File: src/rtl/uart_pkg.sv
// rtl/uart_pkg.sv - shared constants, state encoding and helpers for the UART receiver
package uart_pkg;

  localparam int PARITY_NONE = 0;
  localparam int PARITY_EVEN = 1;
  localparam int PARITY_ODD  = 2;

  typedef enum logic [2:0] {
    IDLE,
    START,
    DATA,
    PARITY,
    STOP
  } rx_state_t;

  function automatic int calc_tick_div(input int clk_freq, input int baud_rate, input int oversample);
    return clk_freq / (baud_rate * oversample);
  endfunction

  function automatic logic majority3(input logic [2:0] s);
    return (s[0] & s[1]) | (s[0] & s[2]) | (s[1] & s[2]);
  endfunction

endpackage

File: src/rtl/uart_os_tick.sv
// rtl/uart_os_tick.sv - oversampling tick generator: one-cycle pulse every DIV clocks, restartable
module uart_os_tick #(
  parameter int DIV = 1
) (
  input  logic clk,
  input  logic rst,
  input  logic clear,
  output logic tick
);

  localparam int CW = (DIV > 1) ? $clog2(DIV) : 1;
  localparam logic [CW-1:0] LAST = CW'(DIV - 1);

  logic [CW-1:0] cnt;

  always_ff @(posedge clk) begin
    if (rst || clear) begin
      cnt <= '0;
    end else if (cnt == LAST) begin
      cnt <= '0;
    end else begin
      cnt <= cnt + CW'(1);
    end
  end

  assign tick = (cnt == LAST);

endmodule

File: src/rtl/uart_rx_cfg.sv
// rtl/uart_rx_cfg.sv - configurable oversampling UART receiver with ready/valid output
module uart_rx_cfg
  import uart_pkg::*;
#(
  parameter int CLK_FREQ    = 50_000_000,
  parameter int BAUD_RATE   = 115_200,
  parameter int OVERSAMPLE  = 16,
  parameter int DATA_BITS   = 8,
  parameter int PARITY_MODE = 1,
  parameter int STOP_BITS   = 1
) (
  input  logic                 clk,
  input  logic                 rst,
  input  logic                 serial_in,
  output logic [DATA_BITS-1:0] data_out,
  output logic                 data_valid,
  input  logic                 data_ready,
  output logic                 parity_error,
  output logic                 framing_error,
  output logic                 overrun_error
);

  localparam int TICK_DIV = calc_tick_div(CLK_FREQ, BAUD_RATE, OVERSAMPLE);
  localparam int SW = $clog2(OVERSAMPLE);
  localparam int BW = (DATA_BITS > 1) ? $clog2(DATA_BITS) : 1;

  localparam logic [SW-1:0] S_LAST = SW'(OVERSAMPLE - 1);
  localparam logic [SW-1:0] S_A    = SW'(OVERSAMPLE / 2 - 1);
  localparam logic [SW-1:0] S_B    = SW'(OVERSAMPLE / 2);
  localparam logic [SW-1:0] S_C    = SW'(OVERSAMPLE / 2 + 1);
  localparam logic [SW-1:0] S_DEC  = SW'(OVERSAMPLE / 2 + 2);
  localparam logic [BW-1:0] DATA_LAST = BW'(DATA_BITS - 1);
  localparam logic [BW-1:0] STOP_LAST = BW'(STOP_BITS - 1);

  rx_state_t state, state_nxt;

  logic                 sync1, rxd;
  logic                 tick, tick_clr;
  logic [SW-1:0]        s_cnt;
  logic [2:0]           samp;
  logic [BW-1:0]        bit_cnt;
  logic [DATA_BITS-1:0] shreg;
  logic                 perr_q, ferr_q, seen_high, done;
  logic                 decide, bit_val, last_stop;

  uart_os_tick #(.DIV(TICK_DIV)) u_tick (
    .clk   (clk),
    .rst   (rst),
    .clear (tick_clr),
    .tick  (tick)
  );

  // Decisions fall one tick after the third sample so the vote includes all three.
  assign decide    = tick && (s_cnt == S_DEC);
  assign bit_val   = majority3(samp);
  assign tick_clr  = (state == IDLE) && seen_high && !rxd;
  assign last_stop = (state == STOP) && decide && (bit_cnt == STOP_LAST);

  always_ff @(posedge clk) begin
    if (rst) begin
      state <= IDLE;
    end else begin
      state <= state_nxt;
    end
  end

  always_comb begin
    state_nxt = state;
    case (state)
      IDLE:    if (seen_high && !rxd) state_nxt = START;
      START:   if (decide) state_nxt = bit_val ? IDLE : DATA;
      DATA:    if (decide && (bit_cnt == DATA_LAST))
                 state_nxt = (PARITY_MODE != PARITY_NONE) ? PARITY : STOP;
      PARITY:  if (decide) state_nxt = STOP;
      STOP:    if (decide && (bit_cnt == STOP_LAST)) state_nxt = IDLE;
      default: state_nxt = IDLE;
    endcase
  end

  always_ff @(posedge clk) begin
    if (rst) begin
      sync1     <= 1'b1;
      rxd       <= 1'b1;
      s_cnt     <= '0;
      samp      <= '0;
      bit_cnt   <= '0;
      shreg     <= '0;
      perr_q    <= 1'b0;
      ferr_q    <= 1'b0;
      seen_high <= 1'b0;
      done      <= 1'b0;
    end else begin
      sync1 <= serial_in;
      rxd   <= sync1;
      done  <= 1'b0;

      // A break leaves the line low after STOP; demand a high before re-arming.
      if (last_stop) begin
        seen_high <= 1'b0;
      end else if (rxd) begin
        seen_high <= 1'b1;
      end

      if (tick_clr) begin
        s_cnt   <= '0;
        bit_cnt <= '0;
        perr_q  <= 1'b0;
        ferr_q  <= 1'b0;
      end else if (state != IDLE && tick) begin
        s_cnt <= (s_cnt == S_LAST) ? '0 : s_cnt + SW'(1);
        if (s_cnt == S_A || s_cnt == S_B || s_cnt == S_C) begin
          samp <= {samp[1:0], rxd};
        end
      end

      if (decide) begin
        case (state)
          DATA: begin
            shreg   <= {bit_val, shreg[DATA_BITS-1:1]};
            bit_cnt <= (bit_cnt == DATA_LAST) ? '0 : bit_cnt + BW'(1);
          end
          PARITY: begin
            if (PARITY_MODE == PARITY_ODD) begin
              perr_q <= (bit_val == ^shreg);
            end else begin
              perr_q <= (bit_val != ^shreg);
            end
          end
          STOP: begin
            if (!bit_val) ferr_q <= 1'b1;
            bit_cnt <= (bit_cnt == STOP_LAST) ? '0 : bit_cnt + BW'(1);
            if (bit_cnt == STOP_LAST) done <= 1'b1;
          end
          default: ;
        endcase
      end
    end
  end

  // The framing flag is taken from ferr_q, which already holds the final stop vote.
  always_ff @(posedge clk) begin
    if (rst) begin
      data_out      <= '0;
      data_valid    <= 1'b0;
      parity_error  <= 1'b0;
      framing_error <= 1'b0;
      overrun_error <= 1'b0;
    end else begin
      overrun_error <= 1'b0;
      if (done) begin
        if (!data_valid || data_ready) begin
          data_out      <= shreg;
          parity_error  <= perr_q;
          framing_error <= ferr_q;
          data_valid    <= 1'b1;
        end else begin
          overrun_error <= 1'b1;
        end
      end else if (data_valid && data_ready) begin
        data_valid <= 1'b0;
      end
    end
  end

endmodule

File: config.mk
export PLATFORM = sky130hd
export DESIGN_NAME = uart_rx_cfg
export DESIGN_NICKNAME = d
export VERILOG_FILES = /design/src/rtl/uart_pkg.sv /design/src/rtl/uart_os_tick.sv /design/src/rtl/uart_rx_cfg.sv
export SDC_FILE = /design/constraint.sdc
export NUM_CORES = 1
export LEC_CHECK = 0
export CORE_AREA = 2 2 79 81
export DETAILED_ROUTE_END_ITERATION = 16
export DIE_AREA = 0 0 81 83
export PLACE_DENSITY = 0.57
export SYNTH_ARGS = -nofsm -noshare
export SYNTH_HDL_FRONTEND = slang
export SYNTH_SLANG_ARGS = --single-unit
File: constraint.sdc
create_clock -name clk -period 5.45 [get_ports clk]
set_input_delay 1.09 -clock clk [delete_from_list [all_inputs] [get_ports clk]]
set_output_delay 1.09 -clock clk [all_outputs]
set_load 0.1 [all_outputs]
# Word level (Yosys, flattened, before mapping)
# Index checks and enable logic that the tools add are counted.
[totals]
output_inout_bits = 12
in_bits = 4
word_cells = 103
regBits = 44
[classes]
eq_ne = 18
n_reduce_logical = 31
mux = 25
bitwise = 9
addsub = 3
[op_table]
columns = ["cell", "count"]
rows = [
  ["2-to-1 mux 3 bit", 9],
  ["equality test 4 bit, second input constant", 4],
  ["case mux 3 bit (5 select lines)", 1],
  ["2-to-1 mux 1 bit", 12],
  ["logical AND 1 bit", 10],
  ["OR reduction 2 bit", 4],
  ["XOR reduction 8 bit", 1],
  ["equality test 3 x 2 -> 1 bit, second input constant", 2],
  ["equality test 3 bit, second input constant", 2],
  ["logical NOT 3 bit", 2],
  ["!= test 2 x 1 -> 1 bit, second input constant", 3],
  ["!= test 2 bit, second input constant", 3],
  ["case mux 3 bit (2 select lines)", 1],
  ["AND reduction 2 bit", 3],
  ["adder 5 x 1 -> 5 bit, second input constant", 1],
  ["equality test 5 bit, second input constant", 1],
  ["AND reduction 5 bit", 1],
  ["adder 4 x 1 -> 4 bit, second input constant", 1],
  ["equality test 4 x 3 -> 1 bit, second input constant", 1],
  ["logical OR 1 bit", 4],
  ["2-to-1 mux 4 bit", 1],
  ["inverter 1 bit", 4],
  ["adder 3 x 1 -> 3 bit, second input constant", 1],
  ["bitwise AND 1 bit", 3],
  ["9 further kinds", 11],
]

# Longest topological paths before layout
[depth]
word_depth = 7
mapped_depth = 7
ltp_nobuf = 7

# Hierarchy
# Synthesis repeated with hierarchy kept, for this count alone.
[unflattened]
cells_unflattened = 205
area_unflattened_um2 = 1988.2
[by_module_without_submodules]
columns = ["module", "seq_area_each_um2", "cells_each", "instances", "area_each_um2"]
rows = [
  ["uart_rx_cfg", 780.7, 185, 1, 1783.0],
  ["uart_os_tick", 100.1, 20, 1, 205.2],
]

# Worst setup path after synthesis
# OpenSTA, ideal clock, no wires.
[synth_timing]
kind = "register -> output"
from = "register data_valid"
to = "output data_valid"
setup_slack_ns = 3.420
required_ns = 4.360
arrival_time_ns = 0.940
n_path_buf = 0
path_stages_with_launch = 1
cell_sequence = "dfxtp_1"
[synth_lines]
columns = ["item", "line", "rtl"]
rows = [
  ["from (decl)", "uart_rx_cfg.sv:16", "output logic data_valid,"],
  ["from (signal assigned)", "uart_rx_cfg.sv:144", "data_valid <= 1'b0;"],
  ["from (signal assigned)", "uart_rx_cfg.sv:155", "data_valid <= 1'b1;"],
  ["from (signal assigned)", "uart_rx_cfg.sv:160", "data_valid <= 1'b0;"],
]
# No word-level cell between the ends.

# Final worst setup path
[layout_timing]
from = "register data_valid"
to = "output data_valid"
# No word-level cell between the ends.

==> flow_summary_export.csv <==
group,metric,value,unit
finish,fillCellCount,623,
logic_synthesis,synthTopCellsByCount,"dfxtp_1, nand2_1, nor2_1",
worst_setup_path,regToRegEndpoint,"state[0]$_SDFFE_PP0P_",
timing,setup_viol,0,
drt,wl_per_cell,11.84,um
logic_synthesis,async_reset_ff_share,0,%
logic_synthesis,synth_area,2011,sq um
logic_synthesis,ys_seq_area_share,43.81,%
clock_tree,cts_setup_buffers,0,
finish,n_antenna_cell,0,
pwr,power_frac_clock,43.7,%
timing,fin_crit,2.887,ns
grt,grt_max_degree,22,
floorplan,initial_core_util,34.57,%
grt,grt_pass1_wl,6.389,mm
logic_synthesis,synth.most_common_cell,"dfxtp_1",
timing,slew_headroom,18.78,%
pwr,ir_drop,157.0,uV
drt,dr.pass1.iters,4,
logic_synthesis,synth-adder-area-share,6.098,%
timing,fin_worst_hold_slack,0.4126,ns
worst_setup_path,worst-path-buf-inv,1,
timing,fmax,346.4,MHz
clock_tree,holdBufCountCts,0,
drt,drt_iter0_drc,77,
drt,route.detailed.drc,0,
placed_design,portBuffers,15,
min_path,min_to,"rxd$_SDFF_PP1_",
worst_setup_path,crit_type,"flop to output port",
timing,max_slew.worst_pin.slew,1.210,ns
logic_synthesis,avgSynthCellArea,8.936,sq um
floorplan,io_pins,16,
worst_setup_path,rr_worst_depth,7,
drt,vias_per_cell,4.818,
timing,slew_viol_final,0,
min_path,min_path_cells,1,
timing,finalSetupTns,0,ns
worst_setup_path,cp_top_family,"buffers and inverters",
grt,antenna_found_initial,0,
timing,final-hold-violation-count,0,
pwr,p_int,0.5226,mW
worst_setup_path,crit_required,4.36,ns
pwr,p_switching,0.1382,mW
floorplan,core,5816,sq um
pwr,power_density,281.2,nW/um^2
timing,rsz0062_at_grt,"false",
placed_design,pre_cts_ws,2.482,ns
drt,highest_layer,"met4",
drt,met2_length,1.688,mm
timing,fin_skew,0.006670,ns
logic_synthesis,synth_seq_cells,44,
grt,grt_overflow,0,
clock_tree,root_buffer,"clkbuf_8",
finish,fin_nets,252,
drt,wl,3.718,mm
finish,drive_gt1_share,7.531,%
clock_tree,clk_latency,0.29,ns
worst_setup_path,critPathMaxFanout,3,
logic_synthesis,yosysTopAreaCellShare,43.81,%
logic_synthesis,synth_xor_area_share,5.227,%
pwr,seq_power_share,50.5,%
floorplan,die_y,83,um
worst_setup_path,rrSetupSlack,3.51,ns
placed_design,place_congestion,0.7554,
pwr,p_sw_share,20.91,%
clock_tree,numCtsBuffers,5,
grt,grt_pass1_vias,1372,
logic_synthesis,synth_fp_nets,238,
logic_synthesis,synth_simple_gate_area_share,23.52,%
logic_synthesis,synth_compound_area_share,11.82,%
floorplan,dieWidth,81,um
clock_tree,htreeDepth,2,
worst_setup_path,start_kind,"flop",
logic_synthesis,syn_inst,225,
floorplan,num_rows,28,
flow_run,cap_violations,0,
grt,grt.total_usage,11.88,%
drt,drtAntennaViolNets,0,
worst_setup_path,r2r_start,"u_tick.cnt[0]$_SDFF_PP0_",
logic_synthesis,synthTopCellsByArea,"dfxtp_1, mux2i_1, nand2_1",
clock_tree,cts.sinks,44,
clock_tree,clk_path_buf_depth,2,
pwr,pwr-share-comb,5.8,%
min_path,hold_path.class,"flop to flop",
drt,num_vias,1513,
logic_synthesis,muxShareOfSynthArea,5.974,%
timing,min_period_over_period,52.97,%
finish,area_delta_synth_final,16.86,%
timing,fin_ws,2.563,ns
run_status,status,"finished, final reports clean",
worst_setup_path,crit_arrival,1.80,ns
logic_synthesis,synth_cell_types,40,
min_path,min_from,"sync1$_SDFF_PP1_",
clock_tree,path_clk_slew,0.08,ns
worst_setup_path,crit_chain,"clkdlybuf4s50_1",
clock_tree,post_cts_resized,0,
worst_setup_path,critPathCaptureType,"output port",
drt,met1_length,1.883,mm
logic_synthesis,synth_top_family_by_area,"simple AND/OR/NAND/NOR gates",
clock_tree,tritoncts,"yes",
logic_synthesis,synth-edff-count,0,
logic_synthesis,synth_top_area_cell,"dfxtp_1",
logic_synthesis,yosys_warnings,0,
worst_setup_path,crit_path_max_incr_delay,1.14,ns
floorplan,dieArea,6723,sq um
drt,wl_met3,78,um
placed_design,post-dp-hpwl,2.630,mm
logic_synthesis,synth_ff_type,"dfxtp_1",
worst_setup_path,slowest_stage,"clkdlybuf4s50_1",
pwr,static-leakage-power,0.9008,nW
worst_setup_path,crit_start,"data_valid$_SDFFE_PP0P_",
[cells in the final DEF (no fill, tap or decap), types with 2 or more instances in the layout]
master / netlist / layout
bufinv_16: 0 / 2
or2_2: 2 / 2
ha_1: 9 / 9
nand2_1: 32 / 32
mux2i_1: 12 / 12
o21ai_0: 5 / 4
inv_1: 8 / 8
a22oi_1: 2 / 2
nor3_2: 2 / 2
nor2_1: 29 / 29
o21ai_1: 1 / 2
clkdlybuf4s50_1: 0 / 15
a2bb2oi_1: 2 / 2
a21oi_1: 18 / 18
nand3_1: 9 / 9
nor3b_1: 2 / 2
clkbuf_8: 0 / 5
xnor2_1: 8 / 8
nor2b_1: 3 / 3
nand2b_1: 4 / 4
xor2_1: 4 / 4
dfxtp_1: 44 / 44
nor3_1: 4 / 4
[final cells by class]
class | instances | area (sq um) | share of cell area [%]
inverter | 8 | 30.03 | 1.278
clock buffer | 5 | 68.82 | 2.929
timing repair buffer | 16 | 157.7 | 6.709
multi-input combinational | 164 | 1059 | 45.05
clock inverter | 2 | 60.06 | 2.556
sequential | 44 | 880.8 | 37.49
tap | 75 | 93.84 | 3.994
[power groups by stage]
| stage | Sequential [mW] | Clock (mW) | Combinational (mW) |
|---|---|---|---|
| global placement | 0.341 | 0 | 0.0386 |
| finish | 0.334 | 0.289 | 0.0382 |
| CTS | 0.334 | 0.298 | 0.0390 |
| floorplan | 0.336 | 0 | 0.0348 |
| detailed placement | 0.341 | 0 | 0.0391 |
| global route | 0.335 | 0.308 | 0.0427 |
[worst max path at each step]
stage | slack [ns] | depth (start not counted) | endpoint
floorplan | 3.42 | 0 | data_valid
finish | 2.56 | 1 | data_valid
CTS | 2.54 | 1 | data_valid
detailed placement | 2.48 | 4 | framing_error$_SDFFE_PP0P_
global route | 2.52 | 1 | data_out[0]
global placement | 2.52 | 4 | framing_error$_SDFFE_PP0P_
[per-layer routing]
metal / up-vias / GRT usage [%]
li1: 786 / -
met1: 709 / 16.68
met2: 12 / 17.51
met3: 6 / 2.717
met4: 0 / 4.622
met5: - / 0
[cell families (layout without fill, tap and decap cells)]
group | count (synthesis) | count (layout)
multiplexers | 12 | 12
AO/OA/AOI/OAI | 35 | 35
buffers and inverters | 17 | 31
XOR/XNOR | 12 | 12
adder cells (fa/ha/maj) | 10 | 10
AND/OR/NAND/NOR | 95 | 95
flip-flops | 44 | 44
[state kept, by name (all words and copies together), names as in the netlist]
name,count
parity_error,1
perr_q,1
done,1
data_out,8
framing_error,1
overrun_error,1
s_cnt,4
rxd,1
bit_cnt,3
seen_high,1
data_valid,1
samp,3
sync1,1
ferr_q,1
state,3
u_tick.cnt,5
shreg,8
[per-stage QoR]
stage	cells	power, mW	cell area [sq um]	utilization (%)
floorplan	225	0.3712	2011	-
global placement	307	0.3799	2221	38.19
detailed placement	307	0.3805	2221	38.19
CTS	314	0.6706	2350	40.40
global route	314	0.6860	2350	40.40
finish	314	0.6608	2350	40.40
Note: power is estimated with default switching activity, not from simulation.
